[src/rtl/wb_icu80186_pkg.sv]
// Shared constants for the 80186-style interrupt control unit: register offsets,
// source indices, EOI type codes and control-register bit positions.
package icu80186_pkg;

   localparam int unsigned NUM_SRC = 5;

   localparam logic [3:0] OFF_EOI    = 4'h1;
   localparam logic [3:0] OFF_IMASK  = 4'h4;
   localparam logic [3:0] OFF_PRIMSK = 4'h5;
   localparam logic [3:0] OFF_INSERV = 4'h6;
   localparam logic [3:0] OFF_REQST  = 4'h7;
   localparam logic [3:0] OFF_INTSTS = 4'h8;
   localparam logic [3:0] OFF_TCUCON = 4'h9;
   localparam logic [3:0] OFF_I0CON  = 4'hC;
   localparam logic [3:0] OFF_I1CON  = 4'hD;
   localparam logic [3:0] OFF_I2CON  = 4'hE;
   localparam logic [3:0] OFF_I3CON  = 4'hF;

   localparam int unsigned SRC_TMR = 0;
   localparam int unsigned SRC_I0  = 1;
   localparam int unsigned SRC_I1  = 2;
   localparam int unsigned SRC_I2  = 3;
   localparam int unsigned SRC_I3  = 4;

   localparam logic [4:0] EOI_TMR = 5'd8;
   localparam logic [4:0] EOI_I0  = 5'd12;
   localparam logic [4:0] EOI_I1  = 5'd13;
   localparam logic [4:0] EOI_I2  = 5'd14;
   localparam logic [4:0] EOI_I3  = 5'd15;

   localparam int unsigned NSPEC_BIT = 15;
   localparam int unsigned LTM_BIT   = 4;
   localparam int unsigned MSK_BIT   = 3;

   typedef logic [2:0] pr_t;

endpackage

[src/rtl/wb_icu80186_prio_resolver.sv]
// Picks the flagged source with the lowest priority level; ties go to the lowest index
// (TMR, I0, I1, I2, I3).
module icu_prio_resolver
   import icu80186_pkg::*;
(
   input  logic [NUM_SRC-1:0] elig_i,
   input  pr_t  [NUM_SRC-1:0] pr_i,
   output logic               valid_o,
   output logic [2:0]         idx_o
);

   logic       found;
   logic [2:0] idx;
   pr_t        best;

   always_comb begin
      found = 1'b0;
      idx   = '0;
      best  = '0;
      for (int i = 0; i < NUM_SRC; i++) begin
         // Strict compare keeps the earlier (higher fixed priority) source on a tie.
         if (elig_i[i] && (!found || (pr_i[i] < best))) begin
            found = 1'b1;
            idx   = 3'(i);
            best  = pr_i[i];
         end
      end
   end

   assign valid_o = found;
   assign idx_o   = idx;

endmodule

[src/rtl/wb_icu80186.sv]
// 80186-compatible interrupt control unit (master mode, reduced) behind a Wishbone slave
// port; drives intr to the CPU and supplies the interrupt type during inta.
module wb_icu80186
   import icu80186_pkg::*;
#(
   parameter logic [7:0] TMR_VEC  = 8'h08,
   parameter logic [7:0] INT0_VEC = 8'h0C,
   parameter logic [2:0] DEF_PRI  = 3'h7
) (
   input  logic        clk,
   input  logic        rst,
   input  logic [3:0]  wb_adr_i,
   input  logic [15:0] wb_dat_i,
   output logic [15:0] wb_dat_o,
   input  logic [1:0]  wb_sel_i,
   input  logic        wb_we_i,
   input  logic        wb_cyc_i,
   input  logic        wb_stb_i,
   output logic        wb_ack_o,
   input  logic        tmr_i,
   input  logic [3:0]  irq_i,
   input  logic        inta_i,
   output logic        intr_o,
   output logic [7:0]  vec_o
);

   logic        ack_q, intr_q, inta_q;
   logic [15:0] dat_q, rdata;
   logic [7:0]  vec_q, win_vec;
   logic [4:0]  reqst_q, reqst_d, inserv_q, inserv_d, msk_q, msk_d, hist_q;
   logic [3:0]  ltm_q, ltm_d;
   logic [2:0]  primsk_q, primsk_d;
   pr_t  [4:0]  pr_q, pr_d;

   logic        access, wr_lo, inta_rise;
   logic [4:0]  src_in, edge_mode, elig, ack_set, eoi_clr;
   logic        isr_valid, win_valid;
   logic [2:0]  isr_idx, win_idx, con_src;
   logic [3:0]  isr_lvl;
   logic        unused;

   assign access    = wb_cyc_i & wb_stb_i & ~ack_q;
   assign wr_lo     = access & wb_we_i & wb_sel_i[0];
   assign inta_rise = inta_i & ~inta_q;
   assign src_in    = {irq_i, tmr_i};
   assign edge_mode = {~ltm_q, 1'b1};
   assign con_src   = {1'b0, wb_adr_i[1:0]} + 3'd1;
   assign unused    = ^{wb_sel_i[1], wb_dat_i[14:5]};

   icu_prio_resolver u_isr_res (
      .elig_i  (inserv_q),
      .pr_i    (pr_q),
      .valid_o (isr_valid),
      .idx_o   (isr_idx)
   );

   // Level of the highest-priority source in service; 8 means nothing blocks.
   assign isr_lvl = isr_valid ? {1'b0, pr_q[isr_idx]} : 4'd8;

   always_comb begin
      elig = '0;
      for (int i = 0; i < NUM_SRC; i++) begin
         elig[i] = reqst_q[i] & ~msk_q[i] & (pr_q[i] <= primsk_q) & ({1'b0, pr_q[i]} < isr_lvl);
      end
   end

   icu_prio_resolver u_req_res (
      .elig_i  (elig),
      .pr_i    (pr_q),
      .valid_o (win_valid),
      .idx_o   (win_idx)
   );

   assign win_vec = (win_idx == 3'(SRC_TMR)) ? TMR_VEC : (INT0_VEC + {5'd0, win_idx} - 8'd1);

   always_comb begin
      rdata = '0;
      unique case (wb_adr_i)
         OFF_IMASK:  rdata = {11'd0, msk_q};
         OFF_PRIMSK: rdata = {13'd0, primsk_q};
         OFF_INSERV: rdata = {11'd0, inserv_q};
         OFF_REQST:  rdata = {11'd0, reqst_q};
         OFF_TCUCON: rdata = {12'd0, msk_q[SRC_TMR], pr_q[SRC_TMR]};
         OFF_I0CON, OFF_I1CON, OFF_I2CON, OFF_I3CON:
            rdata = {11'd0, ltm_q[wb_adr_i[1:0]], msk_q[con_src], pr_q[con_src]};
         default:    rdata = '0;
      endcase
   end

   always_comb begin
      ack_set  = '0;
      eoi_clr  = '0;
      reqst_d  = reqst_q;
      msk_d    = msk_q;
      ltm_d    = ltm_q;
      pr_d     = pr_q;
      primsk_d = primsk_q;

      if (inta_rise && win_valid) ack_set[win_idx] = 1'b1;

      if (wr_lo && (wb_adr_i == OFF_EOI)) begin
         if (wb_dat_i[NSPEC_BIT]) begin
            if (isr_valid) eoi_clr[isr_idx] = 1'b1;
         end else begin
            case (wb_dat_i[4:0])
               EOI_TMR: eoi_clr[SRC_TMR] = 1'b1;
               EOI_I0:  eoi_clr[SRC_I0]  = 1'b1;
               EOI_I1:  eoi_clr[SRC_I1]  = 1'b1;
               EOI_I2:  eoi_clr[SRC_I2]  = 1'b1;
               EOI_I3:  eoi_clr[SRC_I3]  = 1'b1;
               default: ;
            endcase
         end
      end

      // A fresh edge outranks the acknowledge clear in the same cycle.
      for (int i = 0; i < NUM_SRC; i++) begin
         if (edge_mode[i]) reqst_d[i] = (src_in[i] & ~hist_q[i]) | (reqst_q[i] & ~ack_set[i]);
         else              reqst_d[i] = src_in[i];
      end

      inserv_d = inserv_q & ~eoi_clr;

      if (wr_lo) begin
         unique case (wb_adr_i)
            OFF_IMASK:  msk_d    = wb_dat_i[4:0];
            OFF_PRIMSK: primsk_d = wb_dat_i[2:0];
            OFF_INSERV: inserv_d = wb_dat_i[4:0];
            OFF_TCUCON: begin
               msk_d[SRC_TMR] = wb_dat_i[MSK_BIT];
               pr_d[SRC_TMR]  = wb_dat_i[2:0];
            end
            OFF_I0CON, OFF_I1CON, OFF_I2CON, OFF_I3CON: begin
               ltm_d[wb_adr_i[1:0]] = wb_dat_i[LTM_BIT];
               msk_d[con_src]       = wb_dat_i[MSK_BIT];
               pr_d[con_src]        = wb_dat_i[2:0];
            end
            default: ;
         endcase
      end

      inserv_d = inserv_d | ack_set;
   end

   always_ff @(posedge clk) begin
      if (rst) begin
         ack_q    <= 1'b0;
         dat_q    <= '0;
         reqst_q  <= '0;
         inserv_q <= '0;
         msk_q    <= 5'h1F;
         ltm_q    <= '0;
         pr_q     <= {NUM_SRC{DEF_PRI}};
         primsk_q <= 3'd7;
         hist_q   <= '0;
         intr_q   <= 1'b0;
         inta_q   <= 1'b0;
         vec_q    <= '0;
      end else begin
         ack_q    <= access;
         dat_q    <= access ? rdata : 16'd0;
         reqst_q  <= reqst_d;
         inserv_q <= inserv_d;
         msk_q    <= msk_d;
         ltm_q    <= ltm_d;
         pr_q     <= pr_d;
         primsk_q <= primsk_d;
         hist_q   <= src_in;
         intr_q   <= inta_rise ? 1'b0 : win_valid;
         inta_q   <= inta_i;
         if (!inta_i && win_valid) vec_q <= win_vec;
      end
   end

   assign wb_ack_o = ack_q;
   assign wb_dat_o = dat_q;
   assign intr_o   = intr_q;
   assign vec_o    = vec_q;

endmodule

[config.mk]
export PLATFORM = sky130hd
export DESIGN_NAME = wb_icu80186
export DESIGN_NICKNAME = d
export VERILOG_FILES = /design/src/rtl/wb_icu80186_pkg.sv /design/src/rtl/wb_icu80186_prio_resolver.sv /design/src/rtl/wb_icu80186.sv
export SDC_FILE = /design/constraint.sdc
export NUM_CORES = 1
export LEC_CHECK = 0
export CELL_PAD_IN_SITES_DETAIL_PLACEMENT = 2
export CELL_PAD_IN_SITES_GLOBAL_PLACEMENT = 2
export CORE_UTILIZATION = 35
export CTS_BUF_LIST = sky130_fd_sc_hd__clkbuf_16
export DETAILED_ROUTE_END_ITERATION = 8
export PLACE_DENSITY_LB_ADDON = 0.3
export SLEW_MARGIN = 20
export SYNTH_ARGS = -nofsm -noshare
export SYNTH_HDL_FRONTEND = slang
export SYNTH_SLANG_ARGS = --single-unit
[constraint.sdc]
create_clock -name clk -period 19.69 [get_ports clk]
set_input_delay 3.938 -clock clk [delete_from_list [all_inputs] [get_ports clk]]
set_output_delay 3.938 -clock clk [all_outputs]
set_load 0.03 [all_outputs]
After elaboration in Yosys (flattened, before gate mapping)
Cells that the tools add are included.
W data, S select, Z words.
- $add $sub $neg: 3
- magnitude comparators: 26
- equality and inequality tests: 15
- multiplexer cells: 68
- bitwise gates (word level): 57
- reduce and logical (&&, ||, !) cells: 44
- operators with widths (kind ; number):
    $mux W3 ; 13
    $and A1 B1 Y1 ; 30
    $mux W5 ; 6
    $pmux W5 S6 ; 1
    $mux W1 ; 27
    $eq A5 B4 Y1 const B ; 5
    $lt A3 B3 Y1 ; 8
    $eq A4 B4 Y1 const B ; 5
    $lt A3 B4 Y1 ; 5
    $bmux W3 S3 ; 2
    $not A1 Y1 ; 18
    $eq A4 B3 Y1 const B ; 4
    $bwmux W15 ; 1
    $le A3 B3 Y1 ; 5
    $logic_and A1 B1 Y1 ; 15
    $lt A3 B4 Y1 const B ; 3
    $reduce_and A2 Y1 ; 5
    $demux W1 S3 ; 3
    $demux W3 S3 ; 1
    $ge A3 B1 Y1 const B ; 3
    $logic_not A1 Y1 ; 9
    $logic_or A1 B1 Y1 ; 8
    $mux W2 ; 4
    $mux W8 ; 1
    25 further kinds ; 31
- flip-flop bits (word level): 69
- input port bits: 33
- logic and storage cells: 230

Logic depth before layout (Yosys ltp)
Gate-level depths: netlist of run 1.
- word-level depth: 48
- mapped depth: 74

By module
A second synthesis of run 1 with hierarchy kept.
- cells, all modules: 570
- area total of the unflattened synthesis: 4750.8 µm²
- by module, submodules not included (module ; instances ; cells an instance ; area an instance (µm²)):
    wb_icu80186 ; 1 ; 438 ; 3729.8
    icu_prio_resolver ; 2 ; 66 ; 510.5

Least setup slack after synthesis of run 1
Ideal clock, no wire load.
- path type: register to register
- start: reg inserv_q[0]
- end: reg vec_q[2] (netlist: vec_o[2])
- library setup time: 0.061 ns
- arrival: 12.985 ns
- required time: 19.629 ns
- path slack: 6.645 ns
- stages on the path, launching flop included: 69
- period minus slack after synthesis: 13.045 ns
- path through: dfxtp_1 buf_2 nand2_1 ha_1 a2111oi_4 or2_1 buf_4 a21oi_1 ha_1 a21oi_1 o211ai_2 nor2_1 nor2_1 nor2_1 a21o_1 ha_1 nand2_1 a22oi_1 [... 33 more ...] mux2i_1 ha_1 a21o_1 a21oi_1 a21boi_0 o21ai_0 o21ai_1 nand2_1 o21a_1 ha_1 a21o_1 a21oi_1 inv_1 a221o_1 o32ai_2 or2_1 buf_4 o221a_1
- longest elaborated chain between the ends: 42
- elaborated cells on any way between the ends: 76
- those cells by class: 2 x add/sub; 13 x order compare; 30 x mux; 5 x bitwise; 26 x reduce/logical
- ends and longest elaborated chain (item ; line ; RTL):
    start, declared ; wb_icu80186.sv:30 ; logic [4:0] reqst_q, reqst_d, inserv_q, inserv_d, msk_q, msk_d, hist_q;
    start signal, assigned ; wb_icu80186.sv:163 ; inserv_q <= inserv_d;
    $mux W3 / $mux W1 (equally long branches) ; wb_icu80186_prio_resolver.sv:22 ; if (elig_i[i] && (!found || (pr_i[i] < best))) begin
    $lt A3 B3 Y1 / $logic_not A1 Y1 (equally long branches) ; wb_icu80186_prio_resolver.sv:22 ;
    $logic_or A1 B1 Y1 ; wb_icu80186_prio_resolver.sv:22 ;
    $logic_and A1 B1 Y1 ; wb_icu80186_prio_resolver.sv:22 ;
    $mux W3 / $mux W1 (equally long branches) ; wb_icu80186_prio_resolver.sv:22 ;
    $lt A3 B3 Y1 / $logic_not A1 Y1 (equally long branches) ; wb_icu80186_prio_resolver.sv:22 ;
    $logic_or A1 B1 Y1 ; wb_icu80186_prio_resolver.sv:22 ;
    $logic_and A1 B1 Y1 ; wb_icu80186_prio_resolver.sv:22 ;
    [... 26 more ...] ; n/a ;
    $mux W3 / $mux W1 (equally long branches) ; wb_icu80186_prio_resolver.sv:22 ;
    $lt A3 B3 Y1 / $logic_not A1 Y1 (equally long branches) ; wb_icu80186_prio_resolver.sv:22 ;
    $logic_or A1 B1 Y1 ; wb_icu80186_prio_resolver.sv:22 ;
    $logic_and A1 B1 Y1 ; wb_icu80186_prio_resolver.sv:22 ;
    $mux W3 ; wb_icu80186_prio_resolver.sv:22 ;
    $add A4 B3 Y5 ; wb_icu80186.sv:74 ; assign win_vec = (win_idx == 3'(SRC_TMR)) ? TMR_VEC : (INT0_VEC + {5'd0, win_idx} - 8'd1);
    $sub A5 B1 Y6 ; wb_icu80186.sv:74 ;
    $mux W8 ; wb_icu80186.sv:74 ;
    end signal, assigned ; wb_icu80186.sv:171 ; if (!inta_i && win_valid) vec_q <= win_vec;
    end, declared ; wb_icu80186.sv:29 ; logic [7:0] vec_q, win_vec;
Mark *: on every way between the ends. The rest lies on a longest branch, timed or not. The select of a mux whose other input is x is not followed.
A chain may end at the register's enable or synchronous reset.

Final worst setup path of run 1
Same ends and word-level chain as after synthesis.

==> results of run 1 <==
==> power by group <==
| part | switching (mW) | total, mW | internal (mW) |
|---|---|---|---|
| Sequential | 0.00259 | 0.116 | 0.113 |
| Clock | 0.0462 | 0.0942 | 0.0480 |
| Combinational | 0.0228 | 0.0356 | 0.0128 |
| Total | 0.0716 | 0.246 | 0.174 |
==> kinds of logic (layout without fill, tap and decap cells) <==
kind of cell               count (synthesis)  in the layout  share of synthesized area, %
muxes                                     17             17                          5.25
AOI/OAI and AO/OA                        183            183                          28.3
and+or+nand+nor                          232            232                          23.9
DFF                                       55             55                          23.5
adders and majority gates                 46             46                          12.3
buffers and inverters                     65             70                          6.66
other                                      1             14                        0.0799
==> area by class of cell <==
type                       instances  area (um^2)  area share, %
multi-input combinational        492         3330           63.5
sequential                        55         1100           21.0
timing repair buffer              35          345           6.59
tap                              172          215           4.11
clock buffer                       5          125           2.39
inverter                          27          101           1.93
clock inverter                     3         23.8          0.454
==> worst max-delay path by stage <==
| stage | end | slack (ns) | cells after the start |
|---|---|---|---|
| 2_1_floorplan | vec_o[2]$_SDFFE_PP0P_ | 6.64 | 68 |
| 3_3_place_gp | reqst_q[4]$_SDFF_PP0_ | 3.98 | 67 |
| 3_5_place_dp | reqst_q[4]$_SDFF_PP0_ | 3.19 | 67 |
| 4_1_cts | vec_o[2]$_SDFFE_PP0P_ | 3.15 | 67 |
| 5_1_grt | vec_o[2]$_SDFFE_PP0P_ | 1.73 | 67 |
| 6_report | vec_o[2]$_SDFFE_PP0P_ | 3.08 | 67 |
==> per-layer routing <==
layer  part of all wire (%)  vias to the layer above  routed length [um]
li1                       -                     2223                   -
met1                     43                     2471                7920
met2                     50                      144                9210
met3                    5.1                       32                 952
met4                    2.8                        0                 516
met5                      0                        -                   0
==> Yosys cell counts, drive strengths merged, types with 3 or more instances <==
cell type and number:
a221o 4, and2 5, o21a 14, o22ai 6
nand4 3, and3 7, a21boi 3, nand3 49
nor2b 14, a221oi 5, a22oi 9, a21o 10
nand2 76, a211oi 3, a32oi 4, buf 20
mux2i 11, clkbuf 18, ha 46, dfxtp 55
a21oi 43, nand2b 6, inv 26, o21ai 40
mux4 5, nor2 45, o211ai 10, nor4b 3
a31oi 4, nor3 9, o2111ai 3
==> worst max-delay path, delay by kind of cell (launching register included) <==
family	cells	cell delay, ns
AOI/OAI and AO/OA	37	8.81
adders and majority gates	9	2.88
buffers and inverters	2	0.15
muxes	2	0.75
and+or+nand+nor	17	3.26
DFF	1	0.68
==> through the flow <==
stage               instances  power, mW  cell area [um^2]
CTS                       789      0.247              5240
global placement          781      0.152              5090
finish                    789      0.246              5240
detailed placement        781      0.154              5090
floorplan                 612      0.142              4740
global route              789      0.254              5240
==> registers in the layout, indices dropped and copies added (netlist names) <==
name,count
wb_dat_o,5
ltm_q,4
intr_o,1
inserv_q,5
primsk_q,3
pr_q,15
vec_o,5
reqst_q,5
inta_q,1
msk_q,5
wb_ack_o,1
hist_q,5
==> placed cells by master (no fill, tap or decap), types with 4 or more instances in the layout <==
cell type | synthesis | final
inv_1 | 26 | 26
dfxtp_1 | 55 | 55
nand2b_1 | 5 | 5
a32oi_1 | 4 | 4
and3_1 | 7 | 7
a22oi_1 | 9 | 9
and2_1 | 4 | 4
a21oi_1 | 43 | 43
o21a_1 | 14 | 14
nand2_1 | 76 | 76
o211ai_1 | 8 | 8
ha_1 | 46 | 46
nor2_1 | 44 | 44
a221oi_1 | 5 | 5
conb_1 | 1 | 14
mux4_2 | 5 | 5
nor3_1 | 8 | 8
clkbuf_16 | 0 | 5
nand3_1 | 49 | 49
mux2i_1 | 10 | 10
nor2b_1 | 14 | 14
o21ai_0 | 34 | 34
a21o_1 | 10 | 10
o21ai_1 | 5 | 5
a221o_1 | 4 | 4
clkdlybuf4s50_1 | 0 | 33
o22ai_1 | 6 | 6
==> results.py, run 1 <==
metrics = {
    "layout": {
        "fillers": 1494,
        "drive_gt1_share_pct": 5.35,
        "antenna_cells": 0,
        "areaGrowthSynthToFinish_pct": 11.7,
        "fin_util_pct": 40.9,
        "layout.nets": 695,
    },
    "setup_path": {
        "crit_path_start": "inserv_q[0]$_SDFF_PP0_",
        "cp_data_required_time_ns": 19.94,
        "critPathMostFrequentCell": "a21oi_1",
        "cp_max_fo": 12,
        "reg2reg_slack_ns": 3.08,
        "crit-reg2reg-launch": "inserv_q[0]$_SDFF_PP0_",
        "timing.rr.end": "vec_o[2]$_SDFFE_PP0P_",
        "slowest_stage": "dfxtp_1",
        "slowest_delay_ns": 0.68,
        "critPathCaptureType": "flip-flop",
        "r2r_cells": 67,
        "arrival_ns": 16.87,
        "setup.worst_path.class": "flip-flop to flip-flop",
        "cp-start-kind": "flip-flop",
    },
    "cts": {
        "worst_skew_pair.late_latency_ns": 0.31,
        "root_buffer": "clkbuf_16",
        "ctsHoldBuffers": 0,
        "numCtsBuffers": 5,
        "clk_path_buf_depth": 2,
        "cts_resized": 0,
        "clk_pin_slew_worst_paths_ns": 0.07,
        "cts_tree": "yes",
        "post_cts_buffers": 0,
        "cts_max_level": 2,
        "cts_num_sinks": 55,
    },
    "global_route": {
        "use_met2_pct": 48.2,
        "grt_max_degree": 29,
        "track_usage_pct": 27.4,
        "grt_pass1_vias": 5350,
        "antenna_found_initial": 0,
        "grt.busiest_layer": "met2",
        "grt-ovfl-total": 0,
        "grt_util_met1_pct": 33.8,
        "grt_pass1_wl_um": 29700,
        "grtUsageMet3_pct": 3.88,
    },
    "synthesis": {
        "ys_warn_count": 0,
        "seq_area_frac_synth_pct": 23.5,
        "synth_edf_count": 0,
        "yosys_register_bits": 55,
        "syn_avg_cell_area_um2": 7.84,
        "synth_area_mm2": 0.00469,
        "async_flop_share_pct": 0,
        "synth_top_area_share_pct": 23.5,
        "synth_area_leaders": "dfxtp_1 23%, ha_1 12%, nand2_1 6.1%",
        "syn_inst": 599,
        "synth_ff_type": "dfxtp_1",
        "synth_cell_types": 76,
        "synth_top_area_cell": "dfxtp_1",
    },
    "routing": {
        "dr.pass1.iters": 5,
        "drt_first_iter_violations": 242,
        "wl_per_cell_um": 23.6,
        "drc": 0,
        "vias_per_cell": 6.17,
        "ant_nets": 0,
        "totalWireLength_um": 18600,
        "vias": 4870,
    },
    "timing": {
        "postLayoutSetupSlackWorst_ns": 3.08,
        "tightest_slew_ns": 0.956,
        "relSlewSlack_pct": 35.4,
        "min_period_ns": 16.61,
        "fin_crit_sh_pct": 84.4,
        "rsz0062_at_grt": "no",
        "finalHoldViolations": 0,
        "fin_skew_ns": 0.00829,
        "drv_slew": 0,
        "tns_ns": 0,
        "fmaxAchievable_ghz": 0.0602,
        "finalSetupViolations": 0,
        "worst_hold_slack_ns": 0.481,
    },
    "floorplanning": {
        "die_y_um": 118,
        "io_pins": 59,
        "start_util_pct": 36.6,
        "dieArea_mm2": 0.0139,
        "rows": 41,
        "core_mm2": 0.0128,
        "chipWidth_um": 118,
    },
    "power": {
        "p_per_area_mw_per_mm2": 46.9,
        "leakage_nw": 2.07,
        "ir_worst_vdd_uv": 50.6,
    },
    "hold_path": {
        "hold-path-endpoint": "vec_o[3]$_SDFFE_PP0P_",
        "hold_path_startpoint": "vec_o[3]$_SDFFE_PP0P_",
        "min_path_cells": 2,
        "hold_class": "flip-flop to flip-flop",
    },
    "placement": {
        "portBuffers": 33,
        "dp_hpwl_um": 14300,
        "gp_congestion": 0.877,
        "pre_cts_ws_ns": 3.19,
    },
    "status": {
        "status": "finished clean",
    },
    "run": {
        "drv_cap": 0,
    },
}
No activity file was read; power rests on OpenSTA's default activity.
==> run 2: changes to the inputs <==
- CORE_UTILIZATION: 35 -> 30
- clock period: 19.69 -> 14.1 ns (I/O delays scaled with it)
==> run 2 against run 1 <==
Effect of this change:
- count of clock-buffer cells in the layout unchanged
- highest routed layer unchanged
- largest cell class unchanged
- sequential cell count is the same
- non-clock buffer count is 28 higher
- final area is 6.5% higher
- largest power group unchanged
- global-route usage decreased by 3.2 points
- maximum frequency rose by 23%
- total power is 41% higher
- critical endpoint is now reqst_q[3]$_SDFF_PP0_
- critical path depth is 3 higher
- sequential power grew 40%
- setup slack got worse by 2.4 ns
==> results.py, run 2 (same netlist as run 1, synthesis figures left out) <==
metrics = {
    "routing": {
        "drt_first_iter_violations": 272,
        "totalWireLength_um": 19300,
        "wl_per_cell_um": 22.6,
        "vias_per_cell": 5.73,
        "vias": 4908,
        "drc": 0,
        "ant_nets": 0,
        "dr.pass1.iters": 5,
    },
    "setup_path": {
        "crit_path_start": "inserv_q[0]$_SDFF_PP0_",
        "reg2reg_slack_ns": 0.63,
        "cp-start-kind": "flip-flop",
        "r2r_cells": 70,
        "slowest_delay_ns": 0.44,
        "arrival_ns": 13.72,
        "setup.worst_path.class": "flip-flop to flip-flop",
        "cp_data_required_time_ns": 14.35,
        "timing.rr.end": "reqst_q[3]$_SDFF_PP0_",
        "critPathCaptureType": "flip-flop",
        "critPathMostFrequentCell": "a21oi_1",
        "slowest_stage": "dfxtp_2",
        "cp_max_fo": 8,
        "crit-reg2reg-launch": "inserv_q[0]$_SDFF_PP0_",
        "cp-endpoint": "reqst_q[3]$_SDFF_PP0_",
    },
    "cts": {
        "cts_tree": "yes",
        "ctsHoldBuffers": 0,
        "worst_skew_pair.late_latency_ns": 0.30,
        "clk_path_buf_depth": 2,
        "numCtsBuffers": 5,
        "cts_max_level": 2,
        "cts_num_sinks": 55,
        "root_buffer": "clkbuf_16",
        "clk_pin_slew_worst_paths_ns": 0.08,
    },
    "floorplanning": {
        "io_pins": 59,
        "chipWidth_um": 127,
        "dieArea_mm2": 0.0161,
        "start_util_pct": 30.8,
        "core_mm2": 0.0153,
        "die_y_um": 127,
        "rows": 45,
    },
    "timing": {
        "relSlewSlack_pct": 30.2,
        "drv_slew": 0,
        "fin_crit_sh_pct": 95.5,
        "fin_skew_ns": 0.00633,
        "worst_hold_slack_ns": 0.482,
        "finalSetupViolations": 0,
        "min_period_ns": 13.47,
        "finalHoldViolations": 0,
        "fmaxAchievable_ghz": 0.0742,
        "tightest_slew_ns": 1.03,
    },
    "power": {
        "p_per_area_mw_per_mm2": 61.9,
        "leakage_nw": 2.19,
        "ir_worst_vdd_uv": 41.3,
    },
    "hold_path": {
        "min_path_cells": 2,
        "hold_class": "flip-flop to flip-flop",
    },
    "global_route": {
        "track_usage_pct": 24.1,
        "grt_pass1_vias": 5199,
        "antenna_found_initial": 0,
        "grt_max_degree": 29,
        "grt-ovfl-total": 0,
        "grt_pass1_wl_um": 29700,
    },
    "layout": {
        "antenna_cells": 0,
        "final_cell_mix": "75 x nand2_1, 54 x dfxtp_1, 49 x nand3_1",
        "layout.nets": 723,
        "largest_reg_flops": 15,
        "stdcell_count": 856,
        "drive_gt1_share_pct": 11.8,
        "areaGrowthSynthToFinish_pct": 18.9,
        "final_common_cell": "nand2_1",
        "largest-register": "pr_q",
    },
    "placement": {
        "portBuffers": 33,
        "dp_hpwl_um": 14700,
        "gp_congestion": 0.877,
        "placed_cells": 843,
    },
    "run": {
        "drv_cap": 0,
    },
    "status": {
        "status": "finished clean",
    },
}
==> run 2: per-stage QoR <==
step           setup slack (ns)  power, mW  cell area [um^2]  utilization, %  setup TNS (ns)
2_1_floorplan              1.05      0.198              4740               -               0
3_3_place_gp              0.397      0.213              5310            34.8               0
3_5_place_dp             -0.108      0.216              5310            34.8          -0.309
4_1_cts                  0.0830      0.346              5470            35.8               0
5_1_grt                  -0.135      0.357              5580            36.6          -0.742
6_report                  0.629      0.346              5580            36.6               0
==> run 2: report_power, final <==
group          internal (mW)  switching, mW  total [mW]  leakage, nW
clock network         0.0668         0.0650       0.132       0.0694
logic                 0.0188         0.0333      0.0522         1.67
registers              0.158        0.00321       0.162        0.448
==> run 2: layout make-up <==
type                       instances  area, um^2
clock inverter                     3        22.5
fill                            1751        9680
sequential                        55        1100
timing repair buffer              63         556
multi-input combinational        492        3410
clock buffer                       5         125
tap                              211         264
inverter                          27         101
==> run 2: worst max-delay path: cells and delay by family, from the launching register on <==
kind,cells,cell delay (ns)
buf+inv,4,0.48
flops,1,0.44
simple gates,17,2.30
compound gates,38,6.69
mux,2,0.63
fa+ha+maj,9,2.84
==> run 2: how the worst min path moves through the flow <==
stage	startpoint	to	slack, ns
global placement	wb_ack_o$_SDFF_PP0_	wb_ack_o$_SDFF_PP0_	0.45
CTS	wb_ack_o$_SDFF_PP0_	wb_ack_o$_SDFF_PP0_	0.48
finish	vec_o[3]$_SDFFE_PP0P_	vec_o[3]$_SDFFE_PP0P_	0.48
detailed placement	wb_ack_o$_SDFF_PP0_	wb_ack_o$_SDFF_PP0_	0.47
floorplan	hist_q[2]$_SDFF_PP0_	reqst_q[2]$_SDFF_PP0_	0.45
global route	wb_ack_o$_SDFF_PP0_	wb_ack_o$_SDFF_PP0_	0.50
==> run 2: repair_timing <==
action                     CTS  global route
buffers inserted             0             5
resized for setup            2            19
setup endpoints to repair   11            13
pin swaps                    0             2
==> run 2: per-layer routing <==
layer	global-route usage [%]	up-vias	share of wire, %
met3	3.02	28	3.9
met5	0	-	0
li1	-	2283	-
met1	32.1	2468	46
met4	5.46	0	2.1
met2	41.5	129	48
==> run 3: changes to the inputs <==
- CORE_UTILIZATION: 30 -> 31
- GPL_TIMING_DRIVEN: unset -> 0
- SYNTH_HIERARCHICAL: unset -> 1
==> run 3 against run 2 <==
Effect of this change:
- register-to-register slack improved by 0.14 ns
- largest cell class unchanged
- synthesized area up 1.2%
- sequential share of layout area about the same
- maximum frequency rose by 1.0%
- cell count is 5.1% lower
==> results.py, run 3 <==
metrics = {
    "status": {
        "status": "finished clean",
    },
    "floorplanning": {
        "die_y_um": 126,
        "rows": 44,
        "start_util_pct": 32.2,
        "dieArea_mm2": 0.0158,
        "io_pins": 59,
        "chipWidth_um": 126,
        "core_mm2": 0.0148,
    },
    "cts": {
        "worst_skew_pair.late_latency_ns": 0.31,
        "clk_path_buf_depth": 2,
        "cts_num_sinks": 55,
        "numCtsBuffers": 5,
        "ctsHoldBuffers": 0,
        "root_buffer": "clkbuf_16",
        "clk_pin_slew_worst_paths_ns": 0.08,
        "cts_max_level": 2,
        "cts_tree": "yes",
    },
    "timing": {
        "fin_skew_ns": 0.00861,
        "relSlewSlack_pct": 39.7,
        "fmaxAchievable_ghz": 0.0750,
        "worst_hold_slack_ns": 0.469,
        "tightest_slew_ns": 0.899,
        "fin_crit_sh_pct": 94.6,
        "drv_slew": 0,
        "finalHoldViolations": 0,
        "min_period_ns": 13.33,
        "finalSetupViolations": 0,
    },
    "layout": {
        "final_cell_mix": "53 x dfxtp_1, 50 x ha_1, 47 x nor2_1",
        "areaGrowthSynthToFinish_pct": 18.0,
        "layout.nets": 710,
        "antenna_cells": 0,
        "stdcell_count": 812,
        "largest-register": "pr_q",
        "fin_util_pct": 38.0,
        "drive_gt1_share_pct": 12.1,
        "final_common_cell": "dfxtp_1",
        "largest_reg_flops": 15,
        "fillers": 1685,
    },
    "routing": {
        "vias_per_cell": 5.95,
        "totalWireLength_um": 18800,
        "ant_nets": 0,
        "dr.pass1.iters": 5,
        "wl_per_cell_um": 23.2,
        "drt_first_iter_violations": 294,
        "vias": 4835,
        "drc": 0,
    },
    "global_route": {
        "grt_max_degree": 19,
        "grt_pass1_vias": 5226,
        "antenna_found_initial": 0,
        "track_usage_pct": 24.3,
        "grt_pass1_wl_um": 29800,
        "grt-ovfl-total": 0,
    },
    "synthesis": {
        "syn_inst": 570,
        "synth_top_area_share_pct": 23.2,
        "synth_top_area_cell": "dfxtp_1",
        "yosys_register_bits": 55,
        "synth_cell_types": 66,
        "synth_area_mm2": 0.00475,
        "async_flop_share_pct": 0,
        "synth_ff_type": "dfxtp_1",
        "ys_warn_count": 6,
        "seq_area_frac_synth_pct": 23.2,
        "synth_area_leaders": "dfxtp_1 23%, ha_1 13%, mux2i_1 5.5%",
        "synth.most_common_cell": "dfxtp_1",
        "syn_avg_cell_area_um2": 8.33,
        "netlist_top_cells_count": "55 x dfxtp_1, 50 x ha_1, 49 x nor2_1, 40 x nand2_1, 33 x inv_1",
        "synth_edf_count": 0,
    },
    "setup_path": {
        "reg2reg_slack_ns": 0.77,
        "r2r_cells": 59,
        "setup.worst_path.class": "flip-flop to flip-flop",
        "critPathMostFrequentCell": "ha_1",
        "slowest_stage": "o41ai_4",
        "cp_max_fo": 10,
        "timing.rr.end": "reqst_q[4]$_SDFF_PP0_",
        "critPathCaptureType": "flip-flop",
        "slowest_delay_ns": 0.44,
        "cp-start-kind": "flip-flop",
        "cp_data_required_time_ns": 14.30,
        "arrival_ns": 13.53,
        "crit-reg2reg-launch": "inserv_q[0]$_SDFF_PP0_",
    },
    "placement": {
        "placed_cells": 799,
        "gp_congestion": 0.834,
        "dp_hpwl_um": 14500,
        "portBuffers": 32,
    },
    "hold_path": {
        "min_path_cells": 2,
        "hold-path-endpoint": "vec_o[4]$_SDFFE_PP0P_",
        "hold_path_startpoint": "vec_o[4]$_SDFFE_PP0P_",
        "hold_class": "flip-flop to flip-flop",
    },
    "run": {
        "drv_cap": 0,
    },
    "power": {
        "p_total_uw": 347,
        "leakage_nw": 2.43,
        "p_per_area_mw_per_mm2": 61.9,
        "ir_worst_vdd_uv": 45.0,
    },
}
run 3: cell types whose count changed in the layout (fill, tap and decap cells not counted), moves of 9 or more:
cell | previous run | this run
a21oi_1 | 40 | 26
buf_4 | 30 | 21
mux2i_1 | 7 | 24
nand2_1 | 75 | 40
nand3_1 | 49 | 7
nor2b_1 | 14 | 24
o21a_1 | 14 | 5
o21ai_0 | 34 | 22
run 3: layer usage:
layer / vias up / global-route usage (%) / wire length [um]
met3: 30 / 4.12 / 1070
li1: 2219 / - / -
met2: 136 / 41.1 / 9020
met1: 2450 / 32.1 / 8420
met5: - / 0 / 0
met4: 0 / 5.88 / 340
run 3: area by class of cell:
type / count / area (um^2) / area share (%)
buffer: 33 / 206 / 3.68
clock buffer: 5 / 125 / 2.23
clock inverter: 3 / 21.3 / 0.380
inverter: 33 / 124 / 2.21
multi-input combinational: 462 / 3430 / 61.3
sequential: 55 / 1110 / 19.7
tap: 184 / 230 / 4.11
timing repair buffer: 37 / 358 / 6.39
run 3: worst max-delay path by stage:
| stage | start | end | slack (ns) | cells past startpoint |
|---|---|---|---|---|
| 6_report | inserv_q[0]$_SDFF_PP0_ | reqst_q[4]$_SDFF_PP0_ | 0.77 | 59 |
| 5_1_grt | inserv_q[0]$_SDFF_PP0_ | reqst_q[4]$_SDFF_PP0_ | -0.05 | 58 |
| 4_1_cts | pr_q[2]$_SDFFE_PP1P_ | reqst_q[4]$_SDFF_PP0_ | 0.003 | 59 |
| 3_5_place_dp | pr_q[2]$_SDFFE_PP1P_ | reqst_q[4]$_SDFF_PP0_ | -0.41 | 57 |
| 3_3_place_gp | pr_q[2]$_SDFFE_PP1P_ | reqst_q[4]$_SDFF_PP0_ | 0.33 | 57 |
| 2_1_floorplan | pr_q[2]$_SDFFE_PP1P_ | vec_o[0]$_SDFFE_PP0P_ | 2.29 | 58 |
run 3: per-stage QoR:
stage	area, um^2	TNS [ns]	setup slack, ns
after global routing	5600	-0.163	-0.0461
after detailed placement	5350	-3.80	-0.412
after global placement	5350	0	0.330
after floorplan	4800	0	2.29
final	5600	0	0.767
after CTS	5510	0	0.00264
run 3: worst max-delay path: cells and delay by family, from the launching register on:
| family | cells | cell delay, ns |
|---|---|---|
| multiplexers | 5 | 1.71 |
| AND/OR/NAND/NOR | 13 | 1.91 |
| flip-flops | 1 | 0.40 |
| buffers and inverters | 5 | 0.68 |
| AO/OA/AOI/OAI | 27 | 6.15 |
| adder cells (fa/ha/maj) | 9 | 2.34 |
run 3: power breakdown:
part	leakage, nW	switching [mW]	internal, mW	total, mW
registers	0.447	0.00353	0.158	0.161
clock network	0.0722	0.0644	0.0669	0.131
logic	1.91	0.0334	0.0212	0.0546
run 3: logic make-up (layout without fill, tap and decap cells):
kind of cell	Yosys count	in the layout	share of synthesized area [%]
AOI/OAI and AO/OA	161	161	24.7
adders and majority gates	50	50	13.2
buffers and inverters	66	111	6.93
DFF	55	55	23.2
muxes	36	36	8.09
other	1	14	0.0789
and+or+nand+nor	201	201	23.9
run 3: repair_timing:
action                                  4_1_cts  5_1_grt
pin swaps                                     0        4
gates resized for setup                       5       14
buffers inserted                              0        5
endpoints found under the setup margin       15       15
